### src/rtl/multi_chan_trig_pkg.sv
// Shared constants and FSM state type for the multi-channel trigger.
package multi_chan_trig_pkg;

  localparam int unsigned CFG_W   = 5;
  localparam int unsigned CFG_POS = 4;
  localparam int unsigned CFG_NEG = 3;
  localparam int unsigned CFG_HI  = 2;
  localparam int unsigned CFG_LO  = 1;
  localparam int unsigned CFG_DC  = 0;

  typedef enum logic [1:0] {
    ST_IDLE = 2'd0,
    ST_WAIT = 2'd1,
    ST_QUAL = 2'd2,
    ST_TRIG = 2'd3
  } state_t;

endpackage

### src/rtl/multi_chan_trig_ch_slice.sv
// One trigger channel: two-stage sampling, sticky edge hits, level capture, match.
module trig_ch_slice
  import multi_chan_trig_pkg::*;
(
  input  logic             clk,
  input  logic             rst,
  input  logic             armed,
  input  logic             valid,
  input  logic             clr,
  input  logic             ch_h,
  input  logic             ch_l,
  input  logic [CFG_W-1:0] cfg,
  output logic             ch_match_c
);

  logic s_h, s_l, s_h_d, s_l_d;
  logic pos_hit, neg_hit, hi_lvl, lo_lvl;

  // Until the first sample lands, the delayed stage copies the live input so
  // the reset value can never look like an edge.
  always_ff @(posedge clk) begin
    if (rst) begin
      s_h     <= 1'b0;
      s_l     <= 1'b0;
      s_h_d   <= 1'b0;
      s_l_d   <= 1'b0;
      pos_hit <= 1'b0;
      neg_hit <= 1'b0;
      hi_lvl  <= 1'b0;
      lo_lvl  <= 1'b0;
    end else begin
      s_h    <= ch_h;
      s_l    <= ch_l;
      s_h_d  <= valid ? s_h : ch_h;
      s_l_d  <= valid ? s_l : ch_l;
      hi_lvl <= valid & s_h;
      lo_lvl <= valid & ~s_l;
      if (clr) begin
        pos_hit <= 1'b0;
        neg_hit <= 1'b0;
      end else begin
        pos_hit <= pos_hit | (armed & valid & ~s_h_d & s_h);
        neg_hit <= neg_hit | (armed & valid & s_l_d & ~s_l);
      end
    end
  end

  assign ch_match_c = (pos_hit & cfg[CFG_POS]) | (neg_hit & cfg[CFG_NEG]) |
                      (hi_lvl & cfg[CFG_HI]) | (lo_lvl & cfg[CFG_LO]) |
                      cfg[CFG_DC];

endmodule

### src/rtl/multi_chan_trig.sv
// Multi-channel AND trigger with optional match qualification.
// Qualification (QUAL state and counter) is built only with MULTI_CHAN_TRIG_QUAL_EN.
module multi_chan_trig
  import multi_chan_trig_pkg::*;
#(
  parameter int unsigned NUM_CH = 4,
  parameter int unsigned QUAL_W = 8
) (
  input  logic                    clk,
  input  logic                    rst,
  input  logic                    armed,
  input  logic [NUM_CH-1:0]       ch_h,
  input  logic [NUM_CH-1:0]       ch_l,
  input  logic [NUM_CH*CFG_W-1:0] trig_cfg,
  input  logic [QUAL_W-1:0]       qual_cnt,
  input  logic                    trig_clr,
  output logic                    trig_pulse,
  output logic                    triggered,
  output logic [1:0]              state_o
);

  state_t            state, state_nxt;
  logic              valid;
  logic              clr_hits;
  logic              pulse_nxt;
  logic [NUM_CH-1:0] ch_match;
  logic              all_match;

  for (genvar i = 0; i < NUM_CH; i++) begin : g_ch
    trig_ch_slice u_slice (
      .clk        (clk),
      .rst        (rst),
      .armed      (armed),
      .valid      (valid),
      .clr        (clr_hits),
      .ch_h       (ch_h[i]),
      .ch_l       (ch_l[i]),
      .cfg        (trig_cfg[i*CFG_W +: CFG_W]),
      .ch_match_c (ch_match[i])
    );
  end

  assign all_match = &ch_match;

`ifdef MULTI_CHAN_TRIG_QUAL_EN
  logic [QUAL_W-1:0] qcnt, qcnt_nxt;

  always_ff @(posedge clk) begin
    if (rst) qcnt <= '0;
    else     qcnt <= qcnt_nxt;
  end
`else
  logic unused_qual;
  assign unused_qual = ^qual_cnt;
`endif

  // State register with the registered pulse alongside it.
  always_ff @(posedge clk) begin
    if (rst) begin
      state      <= ST_IDLE;
      valid      <= 1'b0;
      trig_pulse <= 1'b0;
    end else begin
      state      <= state_nxt;
      valid      <= 1'b1;
      trig_pulse <= pulse_nxt;
    end
  end

  // Next state; disarm overrides everything else.
  always_comb begin
    state_nxt = state;
    clr_hits  = 1'b0;
`ifdef MULTI_CHAN_TRIG_QUAL_EN
    qcnt_nxt  = qcnt;
`endif
    if (!armed) begin
      state_nxt = ST_IDLE;
      clr_hits  = 1'b1;
`ifdef MULTI_CHAN_TRIG_QUAL_EN
      qcnt_nxt  = '0;
`endif
    end else begin
      case (state)
        ST_IDLE: state_nxt = ST_WAIT;
        ST_WAIT: begin
          if (all_match) begin
`ifdef MULTI_CHAN_TRIG_QUAL_EN
            if (qual_cnt != '0) begin
              state_nxt = ST_QUAL;
              qcnt_nxt  = QUAL_W'(1);
            end else begin
              state_nxt = ST_TRIG;
            end
`else
            state_nxt = ST_TRIG;
`endif
          end
        end
        ST_QUAL: begin
`ifdef MULTI_CHAN_TRIG_QUAL_EN
          // >= keeps a lowered qual_cnt from stranding the counter above it.
          if (!all_match) begin
            state_nxt = ST_WAIT;
            qcnt_nxt  = '0;
          end else if (qcnt >= qual_cnt) begin
            state_nxt = ST_TRIG;
          end else begin
            qcnt_nxt  = qcnt + QUAL_W'(1);
          end
`else
          state_nxt = ST_WAIT;
`endif
        end
        ST_TRIG: begin
          if (trig_clr) begin
            state_nxt = ST_WAIT;
            clr_hits  = 1'b1;
`ifdef MULTI_CHAN_TRIG_QUAL_EN
            qcnt_nxt  = '0;
`endif
          end
        end
        default: state_nxt = ST_IDLE;
      endcase
    end
  end

  // Outputs decoded from the state flop and the next-state decision.
  always_comb begin
    pulse_nxt = (state_nxt == ST_TRIG) && (state != ST_TRIG);
    triggered = (state == ST_TRIG);
    state_o   = state;
  end

endmodule

### config.mk
export PLATFORM = sky130hd
export DESIGN_NAME = multi_chan_trig
export DESIGN_NICKNAME = d
export VERILOG_FILES = /design/src/rtl/multi_chan_trig_pkg.sv /design/src/rtl/multi_chan_trig_ch_slice.sv /design/src/rtl/multi_chan_trig.sv
export SDC_FILE = /design/constraint.sdc
export NUM_CORES = 1
export LEC_CHECK = 0
export ABC_CLOCK_PERIOD_IN_PS = 3500
export CAP_MARGIN = 0
export CELL_PAD_IN_SITES_DETAIL_PLACEMENT = 2
export CELL_PAD_IN_SITES_GLOBAL_PLACEMENT = 2
export CORE_MARGIN = 4
export CORE_UTILIZATION = 27
export DETAILED_ROUTE_END_ITERATION = 12
export GPL_TIMING_DRIVEN = 1
export PLACE_DENSITY_LB_ADDON = 0.1
export RECOVER_POWER = 100
export SLEW_MARGIN = 0
export SYNTH_ARGS = -nofsm -noshare
export SYNTH_HDL_FRONTEND = slang
export SYNTH_SLANG_ARGS = --single-unit
export TNS_END_PERCENT = 100
### constraint.sdc
create_clock -name clk -period 3.5 [get_ports clk]
set_clock_uncertainty 0.1 [all_clocks]
set_input_delay 0.875 -clock clk [delete_from_list [all_inputs] [get_ports clk]]
set_output_delay 0.875 -clock clk [all_outputs]
set_load 0.02 [all_outputs]
# Word level (Yosys, flattened, before mapping)
# Cells that the tools add are included.
[totals]
latchBits = 0
inputBits = 40
wordCells = 134
n_memories = 0
rom_bits = 0
mem_bits_rw = 0
ff_bits = 36
[op_classes]
bitwise = 73
n_shift = 0
div = 0
reduce_logical = 5
add_sub_neg = 0
order_cmp = 0
muxes = 16
multipliers = 0
eq_ne = 5
[op_table]
columns = ["cell", "count"]
rows = [
  ["$and A1 B1 Y1", 41],
  ["$or A1 B1 Y1", 24],
  ["$mux W1", 12],
  ["$not A1 Y1", 8],
  ["$eq A2 B2 Y1 const B", 3],
  ["$mux W2", 3],
  ["$pmux W2 S3", 1],
  ["$reduce_and A4 Y1", 1],
  ["$reduce_or A2 Y1", 2],
  ["$eq A2 B1 Y1 const B", 1],
  ["$logic_not A2 Y1", 1],
  ["$ne A2 B2 Y1 const B", 1],
  ["$logic_and A1 B1 Y1", 1],
]

# Longest topological paths before layout
[logic_depth]
ltp_word = 11
mapped_depth = 4
mapped_depth_nobuf = 4

# Modules after synthesis
# A second synthesis with hierarchy kept.
[unflattened]
hier_cells = 117
hier_area_um2 = 1255.0
[modules_own_cells]
columns = ["module", "cells_per_inst", "area_each_um2", "n_inst"]
rows = [
  ["trig_ch_slice", 25, 270.3, 4],
  ["multi_chan_trig", 17, 173.9, 1],
]

# Least setup slack after synthesis
# OpenSTA, ideal clock, no wires.
[synth_timing]
path_kind = "input -> register"
from = "input trig_cfg[14]"
to = "register state[1], in the netlist state_o[1]"
path_stages = 4
required_time_ns = 3.281
n_path_buf = 0
t_arrival_ns = 1.568
slack_ns = 1.713
path_cell_list = "a222oi_1 -> a21oi_1 -> and4_4 -> o21bai_1"
[synth_via]
elab_chain_len = 9
[synth_lines]
columns = ["item", "line_no", "source"]
rows = [
  ["from (decl)", "multi_chan_trig.sv:14", "input logic [NUM_CH*CFG_W-1:0] trig_cfg,"],
  ["$and A1 B1 Y1", "multi_chan_trig_ch_slice.sv:48", "assign ch_match_c = (pos_hit & cfg[CFG_POS]) | (neg_hit & cfg[CFG_NEG]) |"],
  ["$or A1 B1 Y1 (2 in a row)", "multi_chan_trig_ch_slice.sv:48", ""],
  ["$or A1 B1 Y1 (2 in a row)", "multi_chan_trig_ch_slice.sv:49", "(hi_lvl & cfg[CFG_HI]) | (lo_lvl & cfg[CFG_LO]) |"],
  ["$reduce_and A4 Y1", "multi_chan_trig.sv:43", "assign all_match = &ch_match;"],
  ["$mux W2", "multi_chan_trig.sv:87", "if (all_match) begin"],
  ["$pmux W2 S3", "multi_chan_trig.sv:84", "case (state)"],
  ["$mux W2", "multi_chan_trig.sv:77", "if (!armed) begin"],
  ["to (signal assigned)", "multi_chan_trig.sv:64", "state <= state_nxt;"],
  ["to (decl)", "multi_chan_trig.sv:22", "state_t state, state_nxt;"],
]
# No other way between the ends.
# A chain may end at the register's enable or synchronous reset.

==> flow_metrics.tcl <==
set metrics [dict create \
    finalSetupViolCount 0 \
    num_io_pins 44 \
    critical_path.startpoint "rst" \
    timing.fmax_ghz 0.379 \
    min_period_over_period_pct 75.3 \
    crit_buf_inv 2 \
    worstSkewPairLatency_ps 280 \
    core-area_mm2 0.00409 \
    cts_resized 0 \
    final_area_mm2 0.00166 \
    holdWs_ps 350 \
    async_reset_ff_share_pct 0 \
    rsz0062_at_grt "false" \
    hold_path_class "register to register" \
    synthTopCellsByCount "dfxtp_1 (36), nor2_1 (16), inv_1 (10)" \
    wire_per_inst_um 15.7 \
    area_delta_synth_final_pct 42.1 \
    yosys.area.top_type_share_pct 61.7 \
    grt_usage_pct 13.6 \
    ys_types 17 \
    antenna_found_initial 0 \
    post_cts_buffers 0 \
    synth.top_cells.by_area "dfxtp_1 (62%), nor2_1 (5.1%), nor2b_1 (4.8%), a31oi_1 (4.3%), a222oi_1 (3.4%)" \
    max-slew-margin-rel_pct 50.8 \
    placed_area_mm2 0.00157 \
    cts_tree "done" \
    syn_avg_cell_area_um2 10.2 \
    hold_viol 0 \
    vias 972 \
    remaining_drc_errors 0 \
    yosysMostFrequentCell "dfxtp_1" \
    drt-initial-drc-count 32 \
    power_leakage_nw 0.703 \
    grt_max_degree 16 \
    setup-tns-final_ps 0 \
    required_ps 3570 \
    drv_slew 0 \
    peakVddDrop_mv 0.188 \
    min_period_ps 2640 \
    r2r_start "valid" \
    cts-root-buf "clkbuf_8" \
    drt_pass1_iterations 4 \
    worst_pin_slew_ps 738 \
    startpoint_type "input port" \
    drive_gt1_share_pct 4.49 \
    ys_warn_count 0 \
    ys.flop_type "dfxtp_1" \
    wl_mm 3.23 \
    worstPathArrival_ps 2710 \
    synthCells 115 \
    syn_nets 155 \
    ctsHoldBuffers 0 \
    syn-cell-area_mm2 0.00117 \
    htree_levels 2 \
    crit_chain "dlygate4sd3_1 -> clkbuf_1 -> nand4bb_1 -> a21oi_1 -> and4_2 -> o21bai_1" \
    synth_edf_count 0 \
    antenna_left 0 \
    rows 23 \
    power.density_mw_per_mm2 487 \
    cts_made_buffers 5 \
    vias_per_cell 4.72 \
    place.gp.congestion 0.732 \
    post-synth-top-area-cell "dfxtp_1" \
    overflow 0 \
    final_util_pct 40.6 \
    yosysSeqAreaShare_pct 61.7 \
    grt_pass1_vias 1112 \
    initial_core_util_pct 28.6 \
    grt_pass1_wl_mm 5.48 \
    status "completed" \
    fp.dieH_um 73.8 \
    die_area_mm2 0.00544 \
    cts_sinks 36 \
    num_antenna_cells 0 \
    worstSetupPathType "input port to register" \
    cpPeakStageDelay_ps 560 \
    critPathCaptureType "register" \
    clk_pin_slew_ps 70 \
    dpl.hpwl_mm 2.46 \
    power_mw 0.808 \
    ys_seq_elements 36 \
    clockBufferDepth 2 \
    path_delay_family "buffers and inverters" \
    critPathMaxFanout 15 \
    crit_slowest_cell "clkbuf_1" \
    holdCritStartpoint "g_ch[1].u_slice.s_l" \
    port_buffers 35 \
    drv_cap 0 \
    fin_nets 195 \
    die_w_um 73.8 \
]
-- where the power goes --
part           internal, mW  switching (mW)
Sequential            0.426         0.00956
Combinational        0.0447          0.0267
Clock                 0.161           0.140
Total                 0.632           0.176
-- layout make-up --
type	instances	area (um^2)
Tap cell	50	62.6
Fill cell	452	2430
Timing Repair Buffer	36	354
Multi-Input combinational cell	66	394
Sequential cell	36	721
Inverter	10	37.5
Clock buffer	8	90.1
-- stage by stage --
step	instances	worst slack (ps)
2_1_floorplan	115	1710
3_3_place_gp	198	1070
3_5_place_dp	198	1060
4_1_cts	206	1080
5_1_grt	206	775
6_report	206	863
-- cell usage in the layout (no fill, tap or decap) --
master,synthesis,final
inv_1,10,10
a31oi_1,8,8
nor2b_1,9,9
clkdlybuf4s50_1,0,30
clkbuf_8,0,6
a222oi_1,4,4
a21o_1,4,4
nor2_1,16,16
dlygate4sd3_1,0,5
o21bai_1,1,1
nand4bb_1,1,1
and4_2,0,1
dfxtp_1,36,36
and2_1,2,2
clkbuf_1,1,3
mux2i_1,4,4
nand2_1,7,7
a21oi_1,5,5
and3_1,4,4
-- kinds of logic (layout without fill, tap and decap cells) --
logic type,Yosys count,after routing,synth area share [%]
flip-flops,36,36,61.7
buffers and inverters,13,54,4.39
multiplexers,4,4,3.43
AND/OR/NAND/NOR,40,40,17.4
AO/OA/AOI/OAI,22,22,13.1
-- state kept, by name (all words and copies together) (netlist names) --
signal and cells:
valid 1, g_ch.u_slice.pos_hit 4, g_ch.u_slice.neg_hit 4, g_ch.u_slice.s_h 4
trig_pulse 1, g_ch.u_slice.s_l 4, g_ch.u_slice.lo_lvl 4, state_o 2
g_ch.u_slice.s_h_d 4, g_ch.u_slice.s_l_d 4, g_ch.u_slice.hi_lvl 4
-- worst paths after layout --
| check | slack (ps) | cells after the start | endpoint |
|---|---|---|---|
| min reg2reg | 350 | 1 | g_ch[1].u_slice.lo_lvl |
| max | 860 | 6 | state_o[1] |
| min | 350 | 1 | g_ch[1].u_slice.lo_lvl |
| max reg2reg | 2010 | 3 | g_ch[1].u_slice.neg_hit |
-- metal layers --
| layer | up-vias | global-route usage, % | part of all wire, % |
|---|---|---|---|
| met4 | 0 | 3.62 | 1.1 |
| li1 | 470 | - | - |
| met5 | - | 0 | 0 |
| met3 | 4 | 5.06 | 5.3 |
| met2 | 23 | 24.4 | 52 |
| met1 | 475 | 15.0 | 42 |
No activity file was read; power rests on OpenSTA's default activity.
